==> config.mk <==
export PLATFORM = sky130hd
export DESIGN_NAME = imem_access_arbiter
export DESIGN_NICKNAME = d
export VERILOG_FILES = /design/src/rtl/imem_access_arbiter.sv
export SDC_FILE = /design/constraint.sdc
export NUM_CORES = 1
export LEC_CHECK = 0
export ABC_CLOCK_PERIOD_IN_PS = 2400
export CORE_ASPECT_RATIO = 1.2
export CORE_MARGIN = 5
export CORE_UTILIZATION = 36
export DETAILED_ROUTE_END_ITERATION = 8
export PLACE_DENSITY = 0.84
export SLEW_MARGIN = 20
export SYNTH_ARGS = -nofsm -noshare
export SYNTH_HDL_FRONTEND = slang
export SYNTH_SLANG_ARGS = --single-unit
export TNS_END_PERCENT = 5
==> constraint.sdc <==
create_clock -name CLK -period 2.4 [get_ports CLK]
set_input_delay 0.24 -clock CLK [delete_from_list [all_inputs] [get_ports CLK]]
set_output_delay 0.24 -clock CLK [all_outputs]
set_load 0.01 [all_outputs]
==> src/rtl/imem_access_arbiter.sv <==
// imem_access_arbiter: shares one read-only instruction memory between the
// fetch port (f_*) and the debug/loader port (d_*). It arbitrates round-robin,
// rejects misaligned or out-of-range addresses, holds mem_addr for RD_CYCLES,
// and returns the captured word to the winner with a one-cycle rvalid.
module imem_access_arbiter #(
  parameter int unsigned             ADDR_W    = 64,
  parameter int unsigned             DATA_W    = 32,
  parameter int unsigned             RD_CYCLES = 2,
  parameter logic [ADDR_W-1:0]       MEM_BYTES = 'h060
) (
  input  logic              CLK,
  input  logic              Reset_L,
  input  logic              f_req,
  input  logic [ADDR_W-1:0] f_addr,
  output logic              f_gnt,
  output logic              f_rvalid,
  output logic [DATA_W-1:0] f_rdata,
  output logic              f_err,
  input  logic              d_req,
  input  logic [ADDR_W-1:0] d_addr,
  output logic              d_gnt,
  output logic              d_rvalid,
  output logic [DATA_W-1:0] d_rdata,
  output logic              d_err,
  output logic [ADDR_W-1:0] mem_addr,
  input  logic [DATA_W-1:0] mem_data,
  output logic              busy
);

  localparam int unsigned CNT_W = $clog2(RD_CYCLES + 1);

  typedef enum logic [1:0] {
    S_IDLE,
    S_ACCESS,
    S_RESP
  } state_t;

  state_t              state_q;
  logic                owner_q;     // 1: debug owns the access in flight
  logic                last_d_q;    // 1: debug was granted most recently
  logic [CNT_W-1:0]    cnt_q;
  logic [ADDR_W-1:0]   mem_addr_q;
  logic                f_rvalid_q;
  logic [DATA_W-1:0]   f_rdata_q;
  logic                f_err_q;
  logic                d_rvalid_q;
  logic [DATA_W-1:0]   d_rdata_q;
  logic                d_err_q;

  logic                grant_f;
  logic                grant_d;
  logic [ADDR_W-1:0]   sel_addr;
  logic                sel_bad;

  // Same-cycle grant in IDLE; suppressed while in reset so no requester sees
  // a grant whose capture the reset edge would discard.
  always_comb begin
    grant_f = 1'b0;
    grant_d = 1'b0;
    if (Reset_L && (state_q == S_IDLE)) begin
      if (f_req && d_req) begin
        grant_f = last_d_q;
        grant_d = !last_d_q;
      end else begin
        grant_f = f_req;
        grant_d = d_req;
      end
    end
  end

  // Address of the winner and its legality check.
  always_comb begin
    sel_addr = grant_d ? d_addr : f_addr;
    sel_bad  = (sel_addr[1:0] != 2'b00) || (sel_addr >= MEM_BYTES);
  end

  // Arbitration FSM with registered memory address and response outputs.
  always_ff @(posedge CLK) begin
    if (!Reset_L) begin
      state_q    <= S_IDLE;
      owner_q    <= 1'b0;
      last_d_q   <= 1'b1;
      cnt_q      <= '0;
      mem_addr_q <= '0;
      f_rvalid_q <= 1'b0;
      f_rdata_q  <= '0;
      f_err_q    <= 1'b0;
      d_rvalid_q <= 1'b0;
      d_rdata_q  <= '0;
      d_err_q    <= 1'b0;
    end else begin
      f_rvalid_q <= 1'b0;
      d_rvalid_q <= 1'b0;
      case (state_q)
        S_IDLE: begin
          if (grant_f || grant_d) begin
            owner_q  <= grant_d;
            last_d_q <= grant_d;
            if (sel_bad) begin
              // Rejected access skips the memory entirely; mem_addr untouched.
              state_q <= S_RESP;
              if (grant_d) begin
                d_rvalid_q <= 1'b1;
                d_rdata_q  <= '0;
                d_err_q    <= 1'b1;
              end else begin
                f_rvalid_q <= 1'b1;
                f_rdata_q  <= '0;
                f_err_q    <= 1'b1;
              end
            end else begin
              state_q    <= S_ACCESS;
              mem_addr_q <= sel_addr;
              cnt_q      <= CNT_W'(RD_CYCLES);
            end
          end
        end
        S_ACCESS: begin
          if (cnt_q == CNT_W'(1)) begin
            state_q <= S_RESP;
            if (owner_q) begin
              d_rvalid_q <= 1'b1;
              d_rdata_q  <= mem_data;
              d_err_q    <= 1'b0;
            end else begin
              f_rvalid_q <= 1'b1;
              f_rdata_q  <= mem_data;
              f_err_q    <= 1'b0;
            end
          end else begin
            cnt_q <= cnt_q - CNT_W'(1);
          end
        end
        S_RESP: begin
          state_q <= S_IDLE;
        end
        default: begin
          state_q <= S_IDLE;
        end
      endcase
    end
  end

  assign f_gnt    = grant_f;
  assign d_gnt    = grant_d;
  assign f_rvalid = f_rvalid_q;
  assign f_rdata  = f_rdata_q;
  assign f_err    = f_err_q;
  assign d_rvalid = d_rvalid_q;
  assign d_rdata  = d_rdata_q;
  assign d_err    = d_err_q;
  assign mem_addr = mem_addr_q;
  assign busy     = (state_q != S_IDLE);

endmodule

# Word level (Yosys, flattened, before mapping)
# Cells that the tools add are included.
# totals
output_inout_bits	135
elab_cells	89
in_bits	164
reg_bits	138
# op_classes
mux	49
eq_ne	11
magnitude_cmp	1
n_addsub	1
n_reduce_logical	15
bitwise	1
# op_table
cell	n
$mux W32	10
$pmux W32 S2	2
$ge A64 B7 Y1 const B	1
$mux W64	1
$mux W1	24
$ne A2 B2 Y1 const B	8
$mux W2	6
$reduce_and A6 Y1	2
$pmux W1 S2	4
$pmux W2 S2	2
$reduce_bool A2 Y1	3
$eq A2 B1 Y1 const B	2
$reduce_and A2 Y1	2
$reduce_and A4 Y1	1
$reduce_and A3 Y1	1
$logic_and A1 B1 Y1	2
$logic_not A2 Y1	1
$logic_or A1 B1 Y1	2
$ne A2 B1 Y1 const B	1
$sub A2 B1 Y2 const B	1
$logic_not A1 Y1	1
$not A1 Y1	1

# Logic depth before layout (Yosys ltp)
# logic_depth
word_depth	9
depth_mapped	9
mapped_depth_nobuf	7

# Worst setup path after synthesis
# No wires, ideal clock.
# synth_timing
path_kind	input to register
startpoint	in d_addr[61]
endpoint	reg cnt_q[1]
stages	7
required_ns	2.314
arrival_ns	2.007
path_slack_ns	0.307
setup_ns	0.086
path_buffers	1
cell_sequence	nor4_1 nand2_1 or4_4 or3_1 buf_6 a21o_4 a221oi_2
# synth_via
elab_chain_len	5
# synth_rtl
item	line_no	text
from (decl)	20	input logic [ADDR_W-1:0] d_addr,
$mux W64	73	sel_addr = grant_d ? d_addr : f_addr;
$ge A64 B7 Y1	74	sel_bad = (sel_addr[1:0] != 2'b00) || (sel_addr >= MEM_BYTES);
$logic_or A1 B1 Y1	74	
$ne A2 B2 Y1 (no line)	n/a	
$reduce_and A4 Y1 (no line)	n/a	
to (signal assigned)	114	cnt_q <= CNT_W'(RD_CYCLES);
to (signal assigned)	131	cnt_q <= cnt_q - CNT_W'(1);
to (decl)	41	logic [CNT_W-1:0] cnt_q;
# No other way between the ends.
# A chain may end at the register's enable or synchronous reset.

# Final worst setup path
# layout_timing
startpoint	in d_addr[19]
endpoint	reg mem_addr_q[5], in the netlist mem_addr[5]
# layout_via
elab_chain_len	5
# layout_rtl
item	line_no	text
$mux W64	73	
$ge A64 B7 Y1	74	
$logic_or A1 B1 Y1	74	
$not A1 Y1 (no line)	n/a	
$reduce_and A3 Y1 (no line)	n/a	
to (signal assigned)	113	mem_addr_q <= sel_addr;
to (decl)	42	logic [ADDR_W-1:0] mem_addr_q;
# No other way between the ends.

==> impl_metrics.tcl <==
set metrics [dict create \
    leakage_nw 3.17 \
    finish.cell_count_without_fillers 894 \
    timing.reg2reg.setup_slack_ps 530 \
    place.port_buffers 298 \
    mostFrequentLayoutCell "sky130_fd_sc_hd__clkdlybuf4s50_1" \
    power_density_over_cell_area_nw_per_um2 640 \
    gp_congestion 0.916 \
    antenna-diode-count 0 \
    avgViaCountPerCell 4.92 \
    worstPathCellList "clkdlybuf4s50_1 > nor4_1 > nand2_1 > or4_4 > or3_4 > a21o_4 > a211oi_1" \
    fp-row-count 45 \
    ctsHtreeMaxLevel 4 \
    clock_path_buffers 2 \
    core-area_um2 12500 \
    hp-start "Reset_L" \
    routed_wirelength_um 15800 \
    r2r_start "state_q[1]" \
    synthDistinctLibCells 38 \
    firstDrtPassIters 4 \
    grt_antenna_before_repair 0 \
    drv.max_cap_violation_count 0 \
    route.met3.wl_um 1480 \
    critPathMaxStageDelay_ps 560 \
    floorplan.die.height_um 133 \
    outcome "complete, no violations" \
    via_count_of_the_first_global_routing_pass 4592 \
    post_cts_hold_buffer_count 0 \
    grt-ovfl-total 0 \
    critical_path.startpoint_type "input pin" \
    final.fill_count 952 \
    ctsRootBufferMaster "sky130_fd_sc_hd__clkbuf_16" \
    worstSetupPathType "in2reg" \
    grt.total_usage 0.204 \
    irDropWorstVdd_v 0.000507 \
    critPathArrivalTime_ps 2550 \
    wirelength_met1_um 6550 \
    grt_setup_unrepaired "no" \
    slew-limit-headroom 0.734 \
    family_with_the_most_delay_on_the_worst_path "simple AND/OR/NAND/NOR gates" \
    min_path_type "in2reg" \
    grt_pass1_wl_um 24500 \
    vias 4402 \
    synthesis.instances 410 \
    final-seq-area_um2 2760 \
    yosysWarningCount 0 \
    multi_input_comb_area_um2 1640 \
    placed_cells_incl_taps 862 \
    design.die.area_um2 15000 \
    fmaxAchievable_ghz 0.447 \
    worst_slew_pin_slew_ps 398 \
    pin_count 299 \
    clk_pin_slew_worst_setup_hold_paths_ps 60 \
    chipWidth_um 113 \
    timing.critical_path.slowest_stage_cell "sky130_fd_sc_hd__or4_4" \
    skew_ps 8.31 \
    clkLatencyLatePin_ps 410 \
    detailedRoute.firstIterationViolations 313 \
    synth.avg_cell_area_um2 11.1 \
    timing.hold.worst_endpoint "last_d_q" \
    async_flop_share 0 \
    postCtsSetupBuffers 0 \
    synth_top_cell_area_share 0.608 \
    design.final.nets 882 \
    top_signal_layer_used "met4" \
    synth_top_cells_by_area "sky130_fd_sc_hd__dfxtp_1, sky130_fd_sc_hd__a22o_1, sky130_fd_sc_hd__and2_1" \
    hold_viol 0 \
    tritoncts_num_sinks 138 \
    yosysSeqAreaShare 0.608 \
    synthToLayoutAreaGrowth_pct 84.6 \
    layout-drive-gt1-share 0.0781 \
    critical_path_peak_fanout 7 \
    ff2ff_path_depth 8 \
    tritoncts.num_buffers 17 \
    fin_crit_sh 0.932 \
    hold_crit_depth 2 \
    place.detailed.hpwl_um 12100 \
    synth-edff-count 0 \
    final-setup-viol-count 0 \
    start_util 0.364 \
    grt_start_max_net_pins 60 \
    synth_ff_type "sky130_fd_sc_hd__dfxtp_1" \
    detailroute.wirelength.met2_um 7630 \
    postRouteAntennaNets 0 \
    reg2reg_to "mem_addr[44]" \
    post_drt_wl_per_cell_um 17.7 \
    synth.ff_latch_count 138 \
    most-common-layout-cells "sky130_fd_sc_hd__clkdlybuf4s50_1, sky130_fd_sc_hd__dfxtp_1, sky130_fd_sc_hd__a22o_1" \
    design_power_total_mw 5.37 \
    cp.buffers_inverters 1 \
    synthesis.nets 575 \
    mappedNetlistArea_um2 4550 \
    cts_tree "done" \
    report.final.slew_viol_count 0 \
    timing.critical_path.required_ps 2720 \
    finalSetupTns_ps 0 \
    yosys.area.top_type "sky130_fd_sc_hd__dfxtp_1" \
    fin_crit_ps 2240 \
    endpoint_kind "register" \
    remaining_drc_errors 0 \
]
## cell type report
type / instances / area share
clock buffers: 19 / 0.0528
clock inverters: 13 / 0.0201
inverters: 10 / 0.00447
repair buffers: 312 / 0.374
well taps: 164 / 0.0244
multi-input cells: 238 / 0.195
flip-flops and latches: 138 / 0.329
## cells in the mapped netlist, drive strengths merged, types with 2 or more instances
master,instances
clkbuf,14
a21o,2
nor2,8
a21oi,6
nor4,28
a211oi,12
or4,2
nand3b,2
buf,9
inv,10
a22o,64
nand4,6
and2,60
nor3,6
nand2,27
dfxtp,138
nor2b,2
a221oi,2
## through the flow
step | setup slack [ps] | utilization | area, um^2 | hold WS [ps]
5_1_grt | 47.3 | 0.671 | 8390 | 429
3_5_place_dp | -311 | 0.622 | 7770 | 443
4_1_cts | 15.1 | 0.671 | 8380 | 418
2_1_floorplan | 307 | - | 4550 | 373
6_report | 164 | 0.671 | 8390 | 432
3_3_place_gp | -260 | 0.622 | 7770 | 437
## registers in the layout, summed over array words and instances (netlist names)
| signal | cells |
|---|---|
| d_err | 1 |
| cnt_q | 2 |
| f_rvalid | 1 |
| owner_q | 1 |
| d_rvalid | 1 |
| last_d_q | 1 |
| f_err | 1 |
| d_rdata | 32 |
| mem_addr | 64 |
| state_q | 2 |
| f_rdata | 32 |
## metal layers
layer | vias to the layer above | GRT usage
met5 | - | 0
met4 | 0 | 0.0514
met3 | 19 | 0.0850
met2 | 196 | 0.335
met1 | 2086 | 0.248
li1 | 2101 | -
## logic make-up (layout without fill, tap and decap cells)
| kind of cell | after synthesis | after routing | synth area share |
|---|---|---|---|
| AO/OA/AOI/OAI | 91 | 91 | 0.168 |
| adder cells (fa/ha/maj) | 1 | 1 | 0.00275 |
| buffers and inverters | 34 | 354 | 0.0369 |
| flip-flops | 138 | 138 | 0.608 |
| AND/OR/NAND/NOR | 146 | 146 | 0.184 |
## power breakdown
group | leakage [nW] | internal (mW) | switching (mW)
sequential | 1.11 | 2.30 | 0.00517
combinational | 1.76 | 0.289 | 0.142
clock | 0.298 | 1.67 | 0.964
## worst max path at each step
stage,slack (ps),from,endpoint,cells past startpoint
4_1_cts,20,state_q[1],f_gnt,5
6_report,160,d_addr[19],mem_addr[5],7
3_3_place_gp,-260,d_addr[19],mem_addr[3],7
3_5_place_dp,-310,d_addr[19],mem_addr[5],7
2_1_floorplan,310,d_addr[61],cnt_q[1],7
5_1_grt,50,d_addr[19],mem_addr[2],7
## worst register-to-register path: cells and delay by family, from the launching register on
family                 cells  cell delay, ps
flip-flops                 1             370
buffers and inverters      2             410
AND/OR/NAND/NOR            6            1050
## what timing repair did
item                                    4_1_cts  5_1_grt
endpoints found under the hold margin         0        0
endpoints found under the setup margin        0        4
resized for setup                             0        3
Note: power is estimated with default switching activity, not from simulation.
